File: config.mk
export PLATFORM = sky130hd
export DESIGN_NAME = prepaid_supply_ctrl
export DESIGN_NICKNAME = d
export VERILOG_FILES = /design/src/rtl/prepaid_pkg.sv /design/src/rtl/billing_day_counter.sv /design/src/rtl/prepaid_supply_ctrl.sv
export SDC_FILE = /design/constraint.sdc
export NUM_CORES = 1
export LEC_CHECK = 0
export CAP_MARGIN = 20
export CORE_MARGIN = 4
export CORE_UTILIZATION = 50
export DETAILED_ROUTE_END_ITERATION = 8
export GPL_TIMING_DRIVEN = 0
export PLACE_DENSITY = 0.8
export SETUP_SLACK_MARGIN = 0.05
export SLEW_MARGIN = 20
export SYNTH_ARGS = -nofsm -noshare
export SYNTH_HDL_FRONTEND = slang
export SYNTH_HIERARCHICAL = 1
export SYNTH_SLANG_ARGS = --single-unit
export TNS_END_PERCENT = 5
File: constraint.sdc
create_clock -name clk -period 2.7 [get_ports clk]
set_clock_uncertainty 0.15 [all_clocks]
set_input_delay 0.54 -clock clk [delete_from_list [all_inputs] [get_ports clk]]
set_output_delay 0.54 -clock clk [all_outputs]
set_load 0.02 [all_outputs]
File: src/rtl/prepaid_pkg.sv
// Shared types and defaults for the prepaid supply controller.
// Holds the FSM state encoding, datapath width and default limits.
package prepaid_pkg;

  localparam int W = 10;

  localparam int LOW_LVL_DEF     = 45;
  localparam int CYCLE_DAYS_DEF  = 31;
  localparam int GRACE_DAYS_DEF  = 2;
  localparam int GRACE_UNITS_DEF = 8;

  typedef enum logic [2:0] {
    NORMAL = 3'd0,
    LOW    = 3'd1,
    GRACE  = 3'd2,
    CUTOFF = 3'd3,
    ROLL   = 3'd4,
    SETTLE = 3'd5
  } state_e;

endpackage

File: src/rtl/billing_day_counter.sv
// Day-within-cycle counter, 1..CYCLE_DAYS, with a registered last-day flag.
// Ports: clk, reset, day_tick_i, cycle_end_o (on last day), day_cnt_o.
module billing_day_counter #(
  parameter int CYCLE_DAYS = 31
) (
  input  logic       clk,
  input  logic       reset,
  input  logic       day_tick_i,
  output logic       cycle_end_o,
  output logic [4:0] day_cnt_o
);

  logic [4:0] day_q;
  logic       end_q;

  // end_q marks the last day, so a day_tick while it is set
  // is the rollover tick and wraps the counter to day 1.
  always_ff @(posedge clk or posedge reset) begin
    if (reset) begin
      day_q <= 5'd1;
      end_q <= 1'b0;
    end else if (day_tick_i) begin
      if (end_q) begin
        day_q <= 5'd1;
        end_q <= 1'b0;
      end else begin
        day_q <= day_q + 5'd1;
        end_q <= (day_q + 5'd1 == 5'(CYCLE_DAYS));
      end
    end
  end

  assign cycle_end_o = end_q;
  assign day_cnt_o   = day_q;

endmodule

File: src/rtl/prepaid_supply_ctrl.sv
// Prepaid supply/billing controller: credit register, recharge
// handshake, relay FSM (NORMAL/LOW/GRACE/CUTOFF) and cycle rollover.
// Ports: clk, reset, day_tick, unit_pulse, balance, recharge_*,
// prepaid, unit_en, meter_clr, relay_on, low_alert, state, day_cnt.
module prepaid_supply_ctrl
  import prepaid_pkg::*;
#(
  parameter int LOW_LVL     = LOW_LVL_DEF,
  parameter int CYCLE_DAYS  = CYCLE_DAYS_DEF,
  parameter int GRACE_DAYS  = GRACE_DAYS_DEF,
  parameter int GRACE_UNITS = GRACE_UNITS_DEF
) (
  input  logic         clk,
  input  logic         reset,
  input  logic         day_tick,
  input  logic         unit_pulse,
  input  logic [W-1:0] balance,
  input  logic         recharge_valid,
  input  logic [W-1:0] recharge_amt,
  output logic         recharge_ready,
  output logic [W-1:0] prepaid,
  output logic         unit_en,
  output logic         meter_clr,
  output logic         relay_on,
  output logic         low_alert,
  output logic [2:0]   state,
  output logic [4:0]   day_cnt
);

  localparam int GCW = $clog2(GRACE_DAYS + 1);
  localparam int GUW = $clog2(GRACE_UNITS + 1);

  state_e         state_q, state_d;
  logic [W-1:0]   prepaid_q, prepaid_d;
  logic [GCW-1:0] gcnt_q, gcnt_d;
  logic [GUW-1:0] gunits_q, gunits_d;
  logic           gused_q, gused_d;
  logic           relay_q, relay_d;
  logic           clr_q, clr_d;
  logic           ready_q, ready_d;

  logic           cycle_end;
  logic           roll;
  logic           accept;
  logic           expire;
  logic           do_eval;
  logic [W:0]     sum;

  billing_day_counter #(
    .CYCLE_DAYS (CYCLE_DAYS)
  ) u_day (
    .clk         (clk),
    .reset       (reset),
    .day_tick_i  (day_tick),
    .cycle_end_o (cycle_end),
    .day_cnt_o   (day_cnt)
  );

  assign unit_en = unit_pulse && relay_q;
  assign roll    = day_tick && cycle_end;
  // Rollover outranks recharge: ready is still high on the
  // rollover tick, so the handshake is masked here instead.
  assign accept  = recharge_valid && ready_q && !roll;
  assign sum     = {1'b0, prepaid_q} + {1'b0, recharge_amt};

  always_comb begin
    state_d  = state_q;
    prepaid_d = prepaid_q;
    gcnt_d   = gcnt_q;
    gunits_d = gunits_q;
    gused_d  = gused_q;
    expire   = 1'b0;
    do_eval  = 1'b0;

    if (accept) begin
      prepaid_d = sum[W] ? '1 : sum[W-1:0];
    end

    unique case (state_q)
      ROLL: begin
        state_d   = SETTLE;
        prepaid_d = balance;
        gused_d   = 1'b0;
      end
      SETTLE: do_eval = 1'b1;
      default: begin
        if (roll) begin
          state_d = ROLL;
        end else begin
          if (state_q == GRACE) begin
            if (day_tick) begin
              if (gcnt_q == GCW'(1)) expire = 1'b1;
              else gcnt_d = gcnt_q - GCW'(1);
            end
            if (unit_en) begin
              if (gunits_q == GUW'(GRACE_UNITS - 1))
                expire = 1'b1;
              else
                gunits_d = gunits_q + GUW'(1);
            end
          end
          if (expire) state_d = CUTOFF;
          // New credit is only visible on balance next cycle.
          else if (!accept) do_eval = 1'b1;
        end
      end
    endcase

    if (do_eval) begin
      if (balance > W'(LOW_LVL)) begin
        state_d = NORMAL;
      end else if (balance != '0) begin
        state_d = LOW;
      end else if (state_q == GRACE ||
                   state_q == CUTOFF) begin
        state_d = state_q;
      end else if (!gused_q) begin
        state_d  = GRACE;
        gcnt_d   = GCW'(GRACE_DAYS);
        gunits_d = '0;
        gused_d  = 1'b1;
      end else begin
        state_d = CUTOFF;
      end
    end

    ready_d = !(state_d == ROLL || state_d == SETTLE);
    clr_d   = (state_d == ROLL);
    relay_d = ready_d ? (state_d != CUTOFF) : relay_q;
  end

  always_ff @(posedge clk or posedge reset) begin
    if (reset) begin
      state_q   <= NORMAL;
      prepaid_q <= '0;
      gcnt_q    <= '0;
      gunits_q  <= '0;
      gused_q   <= 1'b0;
      relay_q   <= 1'b1;
      clr_q     <= 1'b0;
      ready_q   <= 1'b0;
    end else begin
      state_q   <= state_d;
      prepaid_q <= prepaid_d;
      gcnt_q    <= gcnt_d;
      gunits_q  <= gunits_d;
      gused_q   <= gused_d;
      relay_q   <= relay_d;
      clr_q     <= clr_d;
      ready_q   <= ready_d;
    end
  end

  assign state          = state_q;
  assign prepaid        = prepaid_q;
  assign relay_on       = relay_q;
  assign meter_clr      = clr_q;
  assign recharge_ready = ready_q;
  assign low_alert      = (state_q == LOW);

endmodule

Yosys cells after proc, flatten, opt, wreduce, memory -nomap -nowiden:

Index checks and enable logic that the tools add are counted.

* output and inout bits: 23
* input port bits: 25
* register bits after elaboration: 29

* order comparisons: 1
* muxes and demuxes: 50
* add/subtract/negate cells: 4
* reduce and logical (&&, ||, !) cells: 11
* equal/unequal tests: 11

Operators by type and width (number)
* $mux 4: 10
* $mux 10: 3
* $mux 2: 10
* $mux 1: 18
* $mux 3: 6
* $eq 3x3->1 const B: 4
* $add 10x10->11: 1
* $gt 10x6->1 const B: 1
* $reduce_bool 10->1: 1
* $eq 3x2->1 const B: 2
* $pmux 3 s2: 1
* $add 5x1->5 const B: 1
* $eq 5x5->1 const B: 1
* $mux 5: 1
* $add 4x1->4 const B: 1
* $eq 4x3->1 const B: 1
* $logic_and 1x1->1: 4
* $eq 3x1->1 const B: 1
* $ne 3x2->1 const B: 1
* $eq 2x1->1 const B: 1
* $logic_not 1->1: 2
* $logic_or 1x1->1: 2
* $pmux 1 s2: 1
* $reduce_bool 2->1: 1
* 2 further kinds: 2

Logic depth before layout (Yosys ltp):

* depth after elaboration: 15
* gate-level depth with buffers: 9

Modules after synthesis:

Netlist, hierarchy kept.

By module, submodules not included
* prepaid_supply_ctrl: cells an instance 194, sequential area each 576.8 sq um, times used 1, area each 1725.4 sq um
* billing_day_counter: cells an instance 41, sequential area each 151.4 sq um, times used 1, area each 359.1 sq um

Worst setup path before layout:

Ideal clock, no wire load.

* kind: input -> register
* start point: input port recharge_amt[0]
* end point: register prepaid_q[8], in the netlist prepaid[8]
* setup slack: 307 ps
* arrival: 2122 ps
* cell stages on the path: 9
* library setup time: 121 ps
* cells stage by stage: ha_1 -> inv_1 -> fa_1 -> nor2b_1 -> o31ai_1 -> a21oi_1 -> nor4bb_1 -> o21ai_0 -> a22o_1

* word-level cells in the longest chain between the ends: 4

Ends and longest elaborated chain
* from (decl): RTL line prepaid_supply_ctrl.sv:19 `input logic [W-1:0] recharge_amt,`
* $add 10x10->11: RTL line prepaid_supply_ctrl.sv:64 `assign sum = {1'b0, prepaid_q} + {1'b0, recharge_amt};`
* $mux 10: RTL line prepaid_supply_ctrl.sv:76 `prepaid_d = sum[W] ? '1 : sum[W-1:0];`
* $mux 10: RTL line prepaid_supply_ctrl.sv:75 `if (accept) begin`
* $mux 10: RTL line prepaid_supply_ctrl.sv:79 `unique case (state_q)`
* to (signal assigned): RTL line prepaid_supply_ctrl.sv:144 `prepaid_q <= prepaid_d;`
* to (decl): RTL line prepaid_supply_ctrl.sv:34 `logic [W-1:0] prepaid_q, prepaid_d;`

Every way passes these cells. The select of a mux whose other input is x is not followed.
A chain may end at the register's enable or synchronous reset.

Final worst setup path:

* start point: input port recharge_amt[8]
* end point: register prepaid_q[6], in the netlist prepaid[6]

Same word-level chain as after synthesis.

==> impl_metrics.tcl <==
set metrics [dict create \
    maxSlewViolCount 0 \
    whs_ns 0.3498 \
    path_clk_slew_ns 0.07 \
    clock_path_buffers 2 \
    area_growth_pct 36.13 \
    antenna_cells 0 \
    ys_ff_latch 29 \
    r2r-end "prepaid[6]" \
    ys.flop_type "dfrtp_1" \
    ant_nets 0 \
    port_buffers 47 \
    final.fill_count 327 \
    grt_pass1_vias 1883 \
    post-route-util_pct 70.43 \
    wl_um 5472 \
    cts-buffers-inserted 5 \
    crit_fanout 8 \
    cp.required_ns 2.72 \
    cts.sinks 29 \
    yosysTopAreaCellShare_pct 32.41 \
    drive_above_1_share_pct 14.68 \
    max-cap-violations 0 \
    async_flop_share_pct 100.0 \
    synthCells 235 \
    rsz0062_at_grt "true" \
    slew_headroom_pct 37.70 \
    yosysTopAreaCell "dfrtp_1" \
    place_inst 332 \
    wl_per_cell_um 15.95 \
    overflow 0 \
    p_per_area_nw_per_um2 1001 \
    dp_hpwl_um 3893 \
    synth_area_um2 2084 \
    setup_violations 0 \
    status "completed" \
    num_vias 1996 \
    firstDrtPassIters 4 \
    cts-root-buf "clkbuf_8" \
    crit_type "in -> reg" \
    dp_slack_ns -0.4452 \
    cts_hold_buf 0 \
    r2r_start "prepaid[0]" \
    tightest_slew_ns 0.9335 \
    fmax_mhz 381.5 \
    irDropWorstVdd_uv 562.5 \
    fin_crit_ns 2.621 \
    die_w_um 72.57 \
    grt_max_degree 24 \
    synth-seq-area-share_pct 34.93 \
    drc 0 \
    min_period_over_period_pct 97.08 \
    critPathArrivalTime_ns 2.64 \
    cts_tree "done" \
    antenna_found_initial 0 \
    avgSynthCellArea_um2 8.870 \
    track_usage_pct 21.08 \
    p_leak_nw 1.264 \
    synthTopCellsByArea "dfrtp_1, ha_1, nor2_1, nand2_1, a21o_1" \
    dieArea_um2 5266 \
    rows 23 \
    tns_ns 0 \
    r2r_cells 10 \
    min-delay-path-class "in -> async" \
    layout_common_cells "clkdlybuf4s50_1, nor2_1, dfrtp_1" \
    syn-num-nets 276 \
    vias_per_cell 5.819 \
    start_util_pct 51.74 \
    worstSkewPairLatency_ns 0.28 \
    final_common_cell "clkdlybuf4s50_1" \
    rrSetupSlack_ns 0.32 \
    hold_viol_final 0 \
    synthDistinctLibCells 56 \
    pin_count 48 \
    fin_ws_ns 0.07893 \
    grt_pass1_wl_um 8728 \
    final_nets 333 \
    endpoint_kind "register" \
    fin_cells 343 \
    h-tree-depth 2 \
    synth_edf_count 0 \
    die_h_um 72.57 \
    drt_iter0_markers 120 \
    place.gp.congestion 0.8425 \
    yosys_warnings 6 \
    design.core.area_um2 4029 \
    startpoint_type "input port" \
]
[cells in the mapped netlist (2+ instances only)]
library cell	n
dfrtp_1	27
o22ai_1	4
nor2_1	29
xnor2_1	2
nand3_1	3
a311oi_1	3
nand2_1	22
buf_2	4
a211oi_1	4
and2_1	2
xor2_1	6
a221oi_1	2
a21o_1	10
a21oi_1	15
a22o_1	4
dfstp_2	2
inv_1	15
nor3_1	6
o211ai_1	3
or3_1	2
nor3b_1	3
a22oi_1	2
nor2b_1	4
o21ai_0	11
a31o_2	2
o21a_1	3
ha_1	15
a211o_1	2
[registers in the layout, indices dropped and copies added, names as in the netlist]
register	cells
prepaid	10
recharge_ready	1
gunits_q	4
meter_clr	1
gcnt_q	2
state	3
gused_q	1
u_day/cycle_end_o	1
relay_on	1
u_day/day_cnt_o	5
[power breakdown]
group / internal, mW / switching, mW / leakage, nW
Clock: 0.178 / 0.170 / 0.0450
Sequential: 0.575 / 0.157 / 0.344
Combinational: 0.826 / 0.934 / 0.875
[cell type report]
class | instances | area, um^2 | share of cell area [%]
multi-input cells | 186 | 1379 | 48.59
inverters | 15 | 56.30 | 1.984
flip-flops and latches | 29 | 728.2 | 25.66
clock buffers | 6 | 72.57 | 2.557
repair buffers | 49 | 494.2 | 17.42
clock inverters | 2 | 10.01 | 0.3527
well taps | 50 | 62.56 | 2.205
plain buffers | 6 | 35.03 | 1.235
[worst max-delay path, stage by stage]
cell	delay, ns
clkdlybuf4s50_1	0.40
ha_1	0.45
a21o_1	0.24
a211o_4	0.38
a31oi_4	0.29
o211ai_1	0.13
a22o_1	0.21
[how the worst max path moves through the flow]
stage	to	cells past startpoint	slack, ns	from
finish	prepaid[6]	7	0.08	recharge_amt[8]
global route	prepaid[6]	7	0.02	recharge_amt[8]
CTS	prepaid[6]	8	0.05	recharge_amt[7]
detailed placement	prepaid[8]	10	-0.45	recharge_amt[0]
global placement	prepaid[7]	10	-0.38	recharge_amt[0]
floorplan	prepaid[8]	9	0.31	recharge_amt[0]
[metrics by stage]
| step | area [um^2] | power, mW |
|---|---|---|
| finish | 2838 | 2.840 |
| global route | 2838 | 3.045 |
| CTS | 2714 | 2.655 |
| detailed placement | 2618 | 2.284 |
| global placement | 2618 | 2.241 |
| floorplan | 2085 | 1.772 |
[layer usage]
layer	up-vias	global-route usage (%)	wire length, um
li1	970	-	-
met1	963	27.34	2415
met2	55	34.37	2666
met3	8	5.263	312
met4	0	6.967	78
met5	-	0	0
[cells by family after synthesis]
group	count (synthesis)	share of synthesized area, %
AOI/OAI and AO/OA	75	25.99
DFF	29	34.93
and+or+nand+nor	85	20.83
xor gates and xnor gates	8	3.361
adders and majority gates	16	9.964
muxes	1	0.5402
buffers and inverters	21	4.381
[what timing repair did]
item                                    CTS  global route
endpoints found under the setup margin   10            10
cloned                                    0             1
gates resized for setup                   4            19
setup buffers                             0             2
pin swaps                                 2             7
hold endpoints to repair                  0             0
No activity file was read; power rests on OpenSTA's default activity.
==> patch, RTL diff (same settings) <==
Set the package constant `W` to 5 (it was 10).
--- a/src/rtl/prepaid_pkg.sv
+++ b/src/rtl/prepaid_pkg.sv
@@ -2,7 +2,7 @@
 // Holds the FSM state encoding, datapath width and default limits.
 package prepaid_pkg;
 
-  localparam int W = 10;
+  localparam int W = 5;
 
   localparam int LOW_LVL_DEF     = 45;
   localparam int CYCLE_DAYS_DEF  = 31;
Interface: changed (resized balance, prepaid and recharge_amt); port bits go from 48 to 33. No check against the original RTL was run, so the function may have changed too.
==> patch against the unedited design <==
  * Synthesized cell count shrank 33%
  * Sequential power shrank 15%
  * Hold slack lost 34 ps
  * Synthesized area shrank 29%
  * Sequential cell count shrank 5
  * Total power shrank 39%
  * Sequential share of layout area grew 6.6 points
  * Combinational power shrank 46%
  * Wire length shrank 37%
  * Final cell count shrank 35%
  * Final area shrank 34%
  * Setup slack gained 180 ps
==> patch: results (changes against the unedited design) <==
** Synth
- Top area cells in the synthesized netlist :: dfrtp_1, ha_1, a21oi_1 (was dfrtp_1, ha_1, nor2_1)
- Top post-synthesis cells by count: dfrtp_1, inv_1, nand2_1 (was nor2_1, dfrtp_1, nand2_1).
- Share of synthesized cell area in full adder, half adder and majority cells :: 9.77% (was 9.96%)
- The net count after synthesis came to 184 (was 276).
- Complex-gate fraction of the synthesized area :: 20.2% (was 26.0%)
- Share of the yosys chip area belonging to registers :: 40.6% (was 34.9%)

** Power and ir drop
- The portion of total power attributed to the clock network is 8.9% (was 12.3%).
- The peak supply drop came to 661 uV (was 563 uV).
- Gate power share :: 55.2% (was 62.0%)
- Leakage dissipation :: 0.885 nW (was 1.26 nW)

** Critical path
- Capturing element of the worst setup path :: low_alert (was prepaid[6]$_DFFE_PP0P_)
- Critical-path cell with the highest stage delay :: clkdlybuf4s50_1 (was ha_1)
- Critical Path Start :: state[0]$_DFF_PP0_ (was recharge_amt[8])
- The internal reg-to-reg setup slack came to 580 ps (was 320 ps).
- The reg-to-reg critical path startpoint was relay_on$_DFFE_PP1N_ (was prepaid[0]$_DFFE_PP0P_).
- The number of cells on the worst reg-to-reg path came to 6 (was 10).

** Clock network
- Clock buffer count from CTS :: 3 (was 5)
- The clock root buffer was clkbuf_4 (was clkbuf_8).

** Detailed routing
- Detailed router's first-iteration violation count :: 49 (was 120)

** Global routing
- The total global routing track utilization is 19.5% (was 21.1%).
- Global-route wire length before repair :: 6270 microns (was 8730 microns)

** Placed design
- Estimated wirelength of the detail-placed design :: 2710 microns (was 3890 microns)

** Outcome
- Run status :: finished clean (unchanged)

** Cells and area
- Combined area of the multi-input logic cells :: 817 sq um (was 1380 sq um)
- The count of buffers not belonging to the clock network in the layout came to 33 (was 55).
patch: logic make-up (layout without fill, tap and decap cells):
logic type,count (synthesis),in the layout
and+or+nand+nor,52,52
xor gates and xnor gates,6,6
DFF,24,24
adders and majority gates,11,11
AOI/OAI and AO/OA,45,45
buffers and inverters,17,52
muxes,3,3
patch: metrics by stage:
stage	hold slack, ps	setup WS [ps]	cell area (sq um)	total power, mW	util (%)
final	316	262	1870	1.73	66.5
after global routing	315	128	1870	1.87	66.5
after floorplan	180	712	1490	1.22	-
after detailed placement	357	72.1	1840	1.58	65.7
after global placement	329	160	1840	1.53	65.7
after CTS	318	240	1870	1.74	66.5
patch: per-layer routing:
metal / share of wire, % / wire length [microns] / track usage [%]
met1: 42 / 1450 / 20.7
met2: 52 / 1800 / 37.0
met3: 4.6 / 161 / 4.14
met4: 1.6 / 54 / 7.71
met5: 0 / 0 / 0
